===== config.mk =====
export PLATFORM = sky130hd
export DESIGN_NAME = gf64_power_engine
export DESIGN_NICKNAME = d
export VERILOG_FILES = /design/src/rtl/gf_pkg.sv /design/src/rtl/gf_mul.sv /design/src/rtl/gf64_power_engine.sv
export SDC_FILE = /design/constraint.sdc
export NUM_CORES = 1
export LEC_CHECK = 0
export CAP_MARGIN = 20
export CORE_ASPECT_RATIO = 1.75
export CORE_MARGIN = 2
export CORE_UTILIZATION = 55
export DETAILED_ROUTE_END_ITERATION = 7
export PLACE_DENSITY_LB_ADDON = 0.08
export SLEW_MARGIN = 5
export SYNTH_ARGS = -nofsm -noshare
export SYNTH_HDL_FRONTEND = slang
export SYNTH_SLANG_ARGS = --single-unit

===== constraint.sdc =====
create_clock -name clk -period 1.9 [get_ports clk]
set_input_delay 0.38 -clock clk [delete_from_list [all_inputs] [get_ports clk]]
set_output_delay 0.38 -clock clk [all_outputs]
set_load 0.02 [all_outputs]

===== src/rtl/gf_pkg.sv =====
// Shared definitions for the GF(2^m) power engine: defaults, FSM states and
// a generic squarer reduced modulo an arbitrary irreducible polynomial.
package gf_pkg;

   localparam int         FIELD_W_DEF = 6;
   localparam logic [6:0] POLY_DEF    = 7'h43;
   localparam int         GF_MAX_W    = 8;

   typedef enum logic [1:0] {
      IDLE = 2'd0,
      RUN  = 2'd1,
      DONE = 2'd2
   } state_t;

   // Squaring is linear in GF(2): spread bits to even positions, then reduce.
   function automatic logic [GF_MAX_W-1:0] gf_sq(
      input logic [GF_MAX_W-1:0] a,
      input logic [GF_MAX_W:0]   poly,
      input int                  field_w
   );
      logic [2*GF_MAX_W-1:0] p;
      p = '0;
      for (int i = 0; i < GF_MAX_W; i++) begin
         p[2*i] = a[i];
      end
      for (int i = 2*GF_MAX_W-1; i >= 0; i--) begin
         if (i >= field_w && p[i]) begin
            p = p ^ ({{(GF_MAX_W-1){1'b0}}, poly} << (i - field_w));
         end else begin
            p = p;
         end
      end
      return p[GF_MAX_W-1:0];
   endfunction

endpackage


===== src/rtl/gf_mul.sv =====
// Combinational GF(2^FIELD_W) multiplier: shift-and-add with the shifted
// operand reduced modulo POLY at every step.
module gf_mul
   import gf_pkg::*;
#(
   parameter int               FIELD_W = FIELD_W_DEF,
   parameter logic [FIELD_W:0] POLY    = POLY_DEF
) (
   input  logic [FIELD_W-1:0] a,
   input  logic [FIELD_W-1:0] b,
   output logic [FIELD_W-1:0] c
);

   logic [FIELD_W-1:0] sum_s;
   logic [FIELD_W-1:0] sh_s;

   // Accumulate a*x^i for each set bit of b, keeping a*x^i reduced
   always_comb begin
      sum_s = '0;
      sh_s  = a;
      for (int i = 0; i < FIELD_W; i++) begin
         if (b[i]) begin
            sum_s = sum_s ^ sh_s;
         end else begin
            sum_s = sum_s;
         end
         if (sh_s[FIELD_W-1]) begin
            sh_s = (sh_s << 1) ^ POLY[FIELD_W-1:0];
         end else begin
            sh_s = sh_s << 1;
         end
      end
      c = sum_s;
   end

endmodule


===== src/rtl/gf64_power_engine.sv =====
// Sequential y = x^d engine over GF(2^FIELD_W): MSB-first square-and-multiply,
// one exponent bit per clock, with valid/ready handshakes on both sides.
module gf64_power_engine
   import gf_pkg::*;
#(
   parameter int               FIELD_W = FIELD_W_DEF,
   parameter logic [FIELD_W:0] POLY    = POLY_DEF,
   parameter int               EXP_W   = 6
) (
   input  logic               clk,
   input  logic               rst,
   input  logic               in_valid,
   output logic               in_ready,
   input  logic [FIELD_W-1:0] in_x,
   input  logic [EXP_W-1:0]   in_d,
   output logic               out_valid,
   input  logic               out_ready,
   output logic [FIELD_W-1:0] out_y,
   output logic               busy
);

   localparam int CNT_W = (EXP_W > 1) ? $clog2(EXP_W) : 1;

   state_t             state_r;
   logic [FIELD_W-1:0] acc_r;
   logic [FIELD_W-1:0] x_r;
   logic [EXP_W-1:0]   d_r;
   logic [CNT_W-1:0]   cnt_r;

   logic [FIELD_W-1:0] sq_s;
   logic [FIELD_W-1:0] prod_s;
   logic [FIELD_W-1:0] next_acc_s;

   assign sq_s = FIELD_W'(gf_sq(GF_MAX_W'(acc_r), (GF_MAX_W+1)'(POLY), FIELD_W));

   gf_mul #(
      .FIELD_W (FIELD_W),
      .POLY    (POLY)
   ) u_mul (
      .a (sq_s),
      .b (x_r),
      .c (prod_s)
   );

   assign next_acc_s = d_r[cnt_r] ? prod_s : sq_s;

   // Control FSM, bit counter and datapath registers; all outputs registered
   always_ff @(posedge clk) begin
      if (rst) begin
         state_r   <= IDLE;
         acc_r     <= '0;
         x_r       <= '0;
         d_r       <= '0;
         cnt_r     <= '0;
         in_ready  <= 1'b1;
         out_valid <= 1'b0;
         out_y     <= '0;
         busy      <= 1'b0;
      end else begin
         case (state_r)
            IDLE: begin
               if (in_valid && in_ready) begin
                  x_r      <= in_x;
                  d_r      <= in_d;
                  acc_r    <= FIELD_W'(1);
                  cnt_r    <= CNT_W'(EXP_W - 1);
                  in_ready <= 1'b0;
                  busy     <= 1'b1;
                  state_r  <= RUN;
               end else begin
                  state_r <= IDLE;
               end
            end
            RUN: begin
               acc_r <= next_acc_s;
               if (cnt_r == '0) begin
                  out_valid <= 1'b1;
                  out_y     <= next_acc_s;
                  state_r   <= DONE;
               end else begin
                  cnt_r <= cnt_r - CNT_W'(1);
               end
            end
            DONE: begin
               // in_ready rises only after leaving DONE, so no pop/accept overlap
               if (out_ready) begin
                  out_valid <= 1'b0;
                  busy      <= 1'b0;
                  in_ready  <= 1'b1;
                  state_r   <= IDLE;
               end else begin
                  state_r <= DONE;
               end
            end
            default: begin
               in_ready  <= 1'b1;
               out_valid <= 1'b0;
               busy      <= 1'b0;
               state_r   <= IDLE;
            end
         endcase
      end
   end

endmodule


# ---- Word level (Yosys, flattened, before mapping)
# Index checks and enable logic that the tools add are counted.
dict set report op_classes {
  add_sub_neg 1
  n_mul 0
  div_mod_pow 0
  n_lt_le_gt_ge 1
  n_eq_ne 6
  n_shift 0
  mux 36
  bitwise 17
  reduce_logical 10
}
# cell count
set op_table {}
lappend op_table {{$mux 6} 9}
lappend op_table {{$xor 6x6->6} 5}
lappend op_table {{$not 2->2} 9}
lappend op_table {{$mux 2} 8}
lappend op_table {{$pmux 6 s2} 1}
lappend op_table {{$mux 3} 3}
lappend op_table {{$pmux 1 s3} 3}
lappend op_table {{$reduce_and 3->1} 3}
lappend op_table {{$ne 2x2->1 const B} 4}
lappend op_table {{$mux 1} 7}
lappend op_table {{$pmux 2 s3} 1}
lappend op_table {{$pmux 3 s2} 1}
lappend op_table {{$reduce_and 2->1} 3}
lappend op_table {{$mux 5} 1}
lappend op_table {{$lt 3x4->1 const B} 1}
lappend op_table {{$mux 4} 1}
lappend op_table {{$bmux 1 s3} 1}
lappend op_table {{$logic_not 3->1} 1}
lappend op_table {{$sub 3x1->3 const B} 1}
lappend op_table {{$eq 2x1->1 const B} 1}
lappend op_table {{$eq 2x2->1 const B} 1}
lappend op_table {{$logic_not 2->1} 1}
lappend op_table {{$not 1->1} 2}
lappend op_table {{$not 1->2} 1}
lappend op_table {{2 further kinds} 2}
dict set report word_totals {
  regBits 32
  latch_bits 0
  ram_bits 0
  romBits 0
  in_bits 16
  output_inout_bits 9
  word_cells 80
  n_memories 0
}

# ---- Longest topological paths before layout
# Gate-level depths: netlist of the first run.
dict set report logic_depth {
  depth_word 24
  depth_mapped 8
  ltp_nobuf 7
}

# ---- Cells and area by module
# Synthesis of the first run repeated with hierarchy kept, for this count alone.
dict set report hier_totals {
  hier_cells 266
  hier_area_um2 2078.2
}
# module n_inst cells_each area_per_inst_um2 seq_area_each_um2
set by_module_without_submodules {}
lappend by_module_without_submodules {gf64_power_engine 1 184 1529.0 640.6}
lappend by_module_without_submodules {gf_mul 1 82 549.3 0.0}

# ---- Worst setup path after synthesis of the first run
# Ideal clock, no wire load.
dict set report synth_timing {
  path_type {register to register}
  from {register cnt_r[0]}
  to {register acc_r[4]}
  setup_ps 67
  t_arrival_ps 1573
  required_ps 1833
  slack_ps 260
  stages_incl_launch_ff 6
  n_path_buf 1
  period_less_slack_ps 1640
  path_cell_list {dfxtp_1 > mux4_2 > mux2i_4 > buf_6 > a32oi_1 > a21oi_2}
}
dict set report synth_via {
  elab_chain_cells 4
}
# element line
set synth_rtl {}
lappend synth_rtl {{start, declared} gf64_power_engine.sv:28} ;# logic [CNT_W-1:0] cnt_r;
lappend synth_rtl {{start signal, assigned} gf64_power_engine.sv:66} ;# cnt_r <= CNT_W'(EXP_W - 1);
lappend synth_rtl {{start signal, assigned} gf64_power_engine.sv:81} ;# cnt_r <= cnt_r - CNT_W'(1);
lappend synth_rtl {{$bmux 1 s3} gf64_power_engine.sv:45} ;# assign next_acc_s = d_r[cnt_r] ? prod_s : sq_s;
lappend synth_rtl {{$mux 1 (not written as such)} gf64_power_engine.sv:45}
lappend synth_rtl {{$mux 6} gf64_power_engine.sv:45}
lappend synth_rtl {{$pmux 6 s2} gf64_power_engine.sv:60} ;# case (state_r)
lappend synth_rtl {{end signal, assigned} gf64_power_engine.sv:75} ;# acc_r <= next_acc_s;
lappend synth_rtl {{end, declared} gf64_power_engine.sv:25} ;# logic [FIELD_W-1:0] acc_r;
# Every way passes these cells. The select of a mux whose other input is x is not followed.
# A chain may end at the register's enable or synchronous reset.

# ---- Worst setup path after layout of the first run
dict set report layout_timing {
  from {register acc_r[5]}
  to {register out_y[0]}
}
dict set report layout_via {
  elab_chain_cells 13
  word_cells_on_any_way 16
  cone_classes {mux (10); bitwise (6)}
}
# element line
set layout_rtl {}
lappend layout_rtl {{$mux 6 *} gf_pkg.sv:27} ;# if (i >= field_w && p[i]) begin
lappend layout_rtl {{$mux 2 or $not 2->2 (tied branches)} --}
lappend layout_rtl {{$xor 6x6->6 or $mux 5 (tied branches)} {gf_mul.sv:23, gf_pkg.sv:27}}
lappend layout_rtl {{$mux 6 or $mux 2 (tied branches)} {gf_mul.sv:22, gf_mul.sv:27}}
lappend layout_rtl {{$xor 6x6->6} gf_mul.sv:23} ;# sum_s = sum_s ^ sh_s;
lappend layout_rtl {{$mux 6 *} gf_mul.sv:22} ;# if (b[i]) begin
lappend layout_rtl {{$xor 6x6->6} gf_mul.sv:23}
lappend layout_rtl {{$mux 6 *} gf_mul.sv:22}
lappend layout_rtl {{$xor 6x6->6} gf_mul.sv:23}
lappend layout_rtl {{$mux 6 *} gf_mul.sv:22}
lappend layout_rtl {{$xor 6x6->6} gf_mul.sv:23}
lappend layout_rtl {{$mux 6 *} gf_mul.sv:22}
lappend layout_rtl {{$mux 6 *} gf64_power_engine.sv:45}
lappend layout_rtl {{end signal, assigned} gf64_power_engine.sv:78} ;# out_y <= next_acc_s;
lappend layout_rtl {{end, declared} gf64_power_engine.sv:18} ;# output logic [FIELD_W-1:0] out_y,
# Every way passes the cells marked *; elsewhere a longest branch is shown, timed or not.

==> out/qor.txt, run 1 <==
Cell Area, Synth -> 2090 µm²
Yosys warning count -> 0
Placed insts -> 336
Post-synth EDFFs -> 0
Synth Flop Type -> dfxtp_1
Routed len/inst -> 14.6 µm
Post-CTS Resized -> 0
Core area -> 3630 µm²
Crit path from -> acc_r[5]$_SDFFE_PP0P_
H-tree depth -> 2
Fin. Hold Viols -> 0
Die ar. -> 4330 µm²
CP Capture Point -> out_y[0]$_SDFFE_PP0P_
Tmin final -> 1.82 ns
Tot GR Track Use -> 26.3%
Synth async-reset ratio -> 0%
Hold Path Class -> flop to flop
Worst-Margin Slew -> 0.352 ns
Crit path buffers/inverters -> 1
Worst path required time -> 2.08 ns
Antenna Nets Post-Route -> 0
Crit path launch type -> flop
Number of global-route vias before repair -> 1,938
Most common cell after layout, fill and taps aside -> nand2_1
Worst EP arrival -> 2.00 ns
Sum Neg Setup Slack -> 0 ns
Pre-antenna DRT Iters -> 4
PnR worst setup slack -> 0.0807 ns
Dpl ws -> 0.0839 ns
FF+latch count, synth -> 32
Layout area overhead -> 24.7%
Reg-to-reg critical path startpoint -> acc_r[5]$_SDFFE_PP0P_
Total Power -> 1.88 mW
DRC -> 0
Clock latency on the worst-skew pair -> 0.29 ns
Ranking of synthesized cells by area -> dfxtp_1, nand2_1, a21oi_1
# setup viols final -> 0
Most frequent cells in the layout -> nand2_1, dfxtp_1, a21oi_1
Seq/Total Area, Yosys -> 30.6%
Clock buffer depth -> 2
Gpl congestion -> 0.932
Critical path's slowest cell -> dfxtp_1
Clock Sinks -> 32
CP Depth -> 6
Iteration-0 DRC Markers -> 64
Post-CTS setup buffer count -> 0
Rows -> 29
GRT overflow -> 0
Clk_skew -> 0.0109 ns
Final Cycle Share -> 95.8%
Fillers -> 312
Yosys cell types -> 44
Post-layout util -> 71.9%
Number of port buffers -> 24
CTS tree -> done
HPWL after DPL -> 3750 µm
Critical Path End Type -> flop
Starting Density -> 57.6%
Synth Net Count -> 282
Ant. Diodes -> 0
Peak Freq -> 550 MHz
Drt via density -> 5.58
Top Family by Delay on Critical Path -> multiplexers
Run status -> complete, no violations
Register-to-Register Setup Slack -> 0.08 ns
Avg Inst Size Synth -> 7.92 µm²
Power per cell area -> 722 nW/µm²
Max Cap Viol -> 0
Final wirelength -> 5020 µm
CTS Buf Count -> 5
I/O pin count -> 25
Global-route wire length before repair -> 8570 µm
RSZ-0062 raised after global routing -> no
Worst r2r dst -> out_y[0]$_SDFFE_PP0P_
Finished Layout Cells -> 344
Top-area cell type share of the netlist area -> 30.6%
CP cell instances -> buf_4 > mux2_4 > a22o_1 > xnor2_2 > mux2i_1 > a31oi_1
Worst reg-to-reg path cell count -> 6
Die Span X -> 50.6 µm
Slowest stage delay, CP -> 0.46 ns
Die H -> 85.6 µm
Layout cells sized above 1 -> 13.8%
Initial antenna violation count -> 0
Hold-fix buffers, CTS -> 0
Leak -> 0.964 nW
Slew HR -> 76.5%
Fin nets -> 315
Area leader, netlist -> dfxtp_1
Mapped Cells -> 264
Largest net degree at the start of global routing -> 25
Kind of critical path -> flop to flop
Clk slew on worst S/H paths -> 0.07 ns
Critical path peak fanout -> 5
VDD IR-drop max -> 987 µV
Slew Viols, Final -> 0
Total via count in the routed design -> 1,921
CTS root buf -> clkbuf_8
-- worst reg2reg max path: cells and delay by family (launching register included) --
kind / cells / cell delay (ns)
multiplexers: 2 / 0.51
flip-flops: 1 / 0.46
AO/OA/AOI/OAI: 2 / 0.35
XOR/XNOR: 1 / 0.22
buffers and inverters: 1 / 0.18
-- area by class of cell --
| class | count | area (µm²) | share of cell area (%) |
|---|---|---|---|
| clock buffer | 7 | 96.3 | 3.69 |
| clock inverter | 1 | 30.0 | 1.15 |
| inverter | 3 | 11.3 | 0.432 |
| multi-input combinational | 208 | 1330 | 51.2 |
| sequential | 32 | 641 | 24.6 |
| tap | 46 | 57.6 | 2.21 |
| timing repair buffer | 47 | 438 | 16.8 |
-- cells in the mapped netlist, types with 3 or more instances --
cell	n
a32oi_1	5
xor2_1	8
nor2b_1	8
xnor3_1	3
dfxtp_1	32
nor2_1	17
a31oi_1	5
o21ai_1	3
mux2i_1	3
o221ai_1	3
clkbuf_1	8
inv_1	3
and3_1	3
nor3_1	3
nand3_1	4
a21oi_1	30
nand2_1	67
buf_2	9
xnor2_1	16
nand2b_1	3
-- cell families after synthesis --
family | Yosys count | synth area share [%]
AOI/OAI and AO/OA | 56 | 16.5
xor gates and xnor gates | 32 | 17.9
adders and majority gates | 2 | 1.20
buffers and inverters | 24 | 5.92
DFF | 32 | 30.6
muxes | 7 | 4.85
and+or+nand+nor | 111 | 23.0
-- worst min path at each step --
stage | from | end | slack, ns | depth (start not counted)
5_1_grt | d_r[3]$_SDFFE_PP0P_ | d_r[3]$_SDFFE_PP0P_ | 0.50 | 2
3_5_place_dp | d_r[4]$_SDFFE_PP0P_ | d_r[4]$_SDFFE_PP0P_ | 0.45 | 2
4_1_cts | d_r[4]$_SDFFE_PP0P_ | d_r[4]$_SDFFE_PP0P_ | 0.46 | 2
6_report | d_r[4]$_SDFFE_PP0P_ | d_r[4]$_SDFFE_PP0P_ | 0.46 | 2
3_3_place_gp | d_r[4]$_SDFFE_PP0P_ | d_r[4]$_SDFFE_PP0P_ | 0.44 | 2
2_1_floorplan | d_r[2]$_SDFFE_PP0P_ | d_r[2]$_SDFFE_PP0P_ | 0.43 | 2
-- layer usage --
layer	vias to the layer above	GRT usage, %	part of all wire, %
met2	40	48.8	56
met5	-	0	0
met4	0	13.3	2.5
met3	9	4.36	3.5
li1	957	-	-
met1	915	27.6	38
-- report_power, final --
| part | internal [mW] | leakage (nW) | total [mW] | switching (mW) |
|---|---|---|---|---|
| Clock | 0.463 | 0.0645 | 0.721 | 0.258 |
| Combinational | 0.181 | 0.639 | 0.382 | 0.200 |
| Sequential | 0.717 | 0.261 | 0.780 | 0.0626 |
-- flip-flops by register name, summed over array words and instances (netlist names) --
register,flops
acc_r,6
d_r,6
out_y,6
x_r,6
cnt_r,3
state_r,2
busy,1
in_ready,1
out_valid,1
-- stage by stage --
| stage | hold slack, ns | cell area [µm²] |
|---|---|---|
| finish | 0.458 | 2610 |
| global route | 0.495 | 2610 |
| CTS | 0.458 | 2600 |
| detailed placement | 0.449 | 2470 |
| global placement | 0.444 | 2470 |
| floorplan | 0.433 | 2090 |
Note: power is estimated with default switching activity, not from simulation.
==> run 2: changes to the inputs <==
- SKIP_LAST_GASP: unset -> 1
- clock period: 1.9 -> 1.8 ns (I/O delays scaled with it)
==> out/qor.txt, run 2 (synthesized netlist as in run 1, its figures left out) <==
Run status -> complete, no violations
Placed insts -> 341
Total via count in the routed design -> 1,981
Leak -> 0.992 nW
Largest net degree at the start of global routing -> 25
Die ar. -> 4330 µm²
H-tree depth -> 2
CP cell instances -> xor3_1 > buf_4 > nand2_1 > xnor3_1 > nand2_1 > a31oi_1
Tmin final -> 1.75 ns
Hold Slack -> 0.458 ns
Finished Layout Cells -> 351
Gpl congestion -> 0.860
# setup viols final -> 0
Layout cells sized above 1 -> 19.3%
Total Power -> 1.93 mW
Ant. Diodes -> 0
Pre-antenna DRT Iters -> 4
Worst path required time -> 1.97 ns
Slew Viols, Final -> 0
Crit path from -> acc_r[0]$_SDFFE_PP0P_
Crit path launch type -> flop
Iteration-0 DRC Markers -> 63
PnR worst setup slack -> 0.0541 ns
Clock Sinks -> 32
Global-route wire length before repair -> 8650 µm
Hold Path Class -> flop to flop
Critical Path End Type -> flop
CTS Buf Count -> 5
Number of global-route vias before repair -> 1,935
Layout area overhead -> 29.5%
DRC -> 0
Hold_sp -> d_r[0]$_SDFFE_PP0P_
Slowest stage delay, CP -> 0.44 ns
VDD IR-drop max -> 935 µV
Clk_skew -> 0.00995 ns
Most common cell after layout, fill and taps aside -> nand2_1
Antenna Nets Post-Route -> 0
Most frequent CP cell -> nand2_1
GRT overflow -> 0
Max Cap Viol -> 0
Reg-to-reg critical path startpoint -> acc_r[0]$_SDFFE_PP0P_
Tot GR Track Use -> 26.2%
RSZ-0062 raised after global routing -> yes
I/O pin count -> 25
Starting Density -> 57.6%
Rows -> 29
Final Cycle Share -> 97.0%
Power per cell area -> 714 nW/µm²
Critical path's slowest cell -> xor3_1
Die H -> 85.6 µm
CTS root buf -> clkbuf_8
Worst-Margin Slew -> 0.414 ns
Peak Freq -> 573 MHz
Worst EP arrival -> 1.92 ns
Routed len/inst -> 14.9 µm
CTS tree -> done
Fin nets -> 322
Initial antenna violation count -> 0
Number of port buffers -> 24
Clk slew on worst S/H paths -> 0.07 ns
Clock buffer depth -> 2
Slew HR -> 72.3%
Final wirelength -> 5230 µm
Sum Neg Setup Slack -> 0 ns
Most frequent cells in the layout -> nand2_1, a21oi_1, dfxtp_1
Core area -> 3630 µm²
Critical path peak fanout -> 4
Fin. Hold Viols -> 0
HPWL after DPL -> 3740 µm
Dpl ws -> -0.0524 ns
Die Span X -> 50.6 µm
Clock latency on the worst-skew pair -> 0.29 ns
Kind of critical path -> flop to flop
Drt via density -> 5.64
run 2: cell count changes in the layout (fill, tap and decap cells not counted), moves of 2 or more:
cell	previous run	this run
buf_4	21	25
buf_6	0	3
clkbuf_8	7	5
dfxtp_1	32	26
dfxtp_2	0	4
dfxtp_4	0	2
nand2_1	67	65
nand2_2	0	2
run 2: what timing repair did:
action	CTS	global route
gates cloned	0	0
setup buffers	0	2
hold buffers	0	0
resized for setup	3	18
pin swaps	1	9
endpoints found under the setup margin	5	12
run 2: critical path, delay by kind of cell, from the launching register on:
family / cells / cell delay, ns
AOI/OAI and AO/OA: 1 / 0.08
and+or+nand+nor: 2 / 0.14
xor gates and xnor gates: 2 / 0.87
buffers and inverters: 1 / 0.17
DFF: 1 / 0.37
run 2: where the power goes:
group          internal, mW  switching (mW)  leakage (nW)  total [mW]
combinational         0.211           0.226         0.672       0.437
sequential            0.758          0.0609         0.264       0.818
clock                 0.411           0.268        0.0552       0.678
total                  1.38           0.555         0.992        1.93
run 2: metal layers:
layer | track usage (%) | vias to the layer above | share of wire (%)
met2 | 50.0 | 63 | 56
li1 | - | 968 | -
met4 | 9.58 | 0 | 1.8
met5 | 0 | - | 0
met1 | 27.5 | 940 | 39
met3 | 4.88 | 10 | 4.1
run 2: worst paths after layout:
| check | to | slack, ns | depth (start not counted) |
|---|---|---|---|
| worst max-delay path | out_y[4]$_SDFFE_PP0P_ | 0.05 | 6 |
| worst min-delay path | d_r[0]$_SDFFE_PP0P_ | 0.46 | 2 |
| worst max register to register | out_y[4]$_SDFFE_PP0P_ | 0.05 | 6 |
| worst min register to register | d_r[0]$_SDFFE_PP0P_ | 0.46 | 2 |
run 2: per-stage QoR:
stage | instance area (µm²) | utilization (%)
final | 2710 | 74.6
after global routing | 2710 | 74.6
after CTS | 2620 | 72.3
after detailed placement | 2500 | 68.9
after global placement | 2500 | 68.9
after floorplan | 2090 | -
run 2: cell type report:
| class | count | area [µm²] |
|---|---|---|
| multi-input cells | 208 | 1380 |
| fillers | 284 | 921 |
| flip-flops and latches | 32 | 653 |
| repair buffers | 54 | 502 |
| clock buffers | 6 | 72.6 |
| well taps | 46 | 57.6 |
| clock inverters | 2 | 35.0 |
| inverters | 3 | 11.3 |
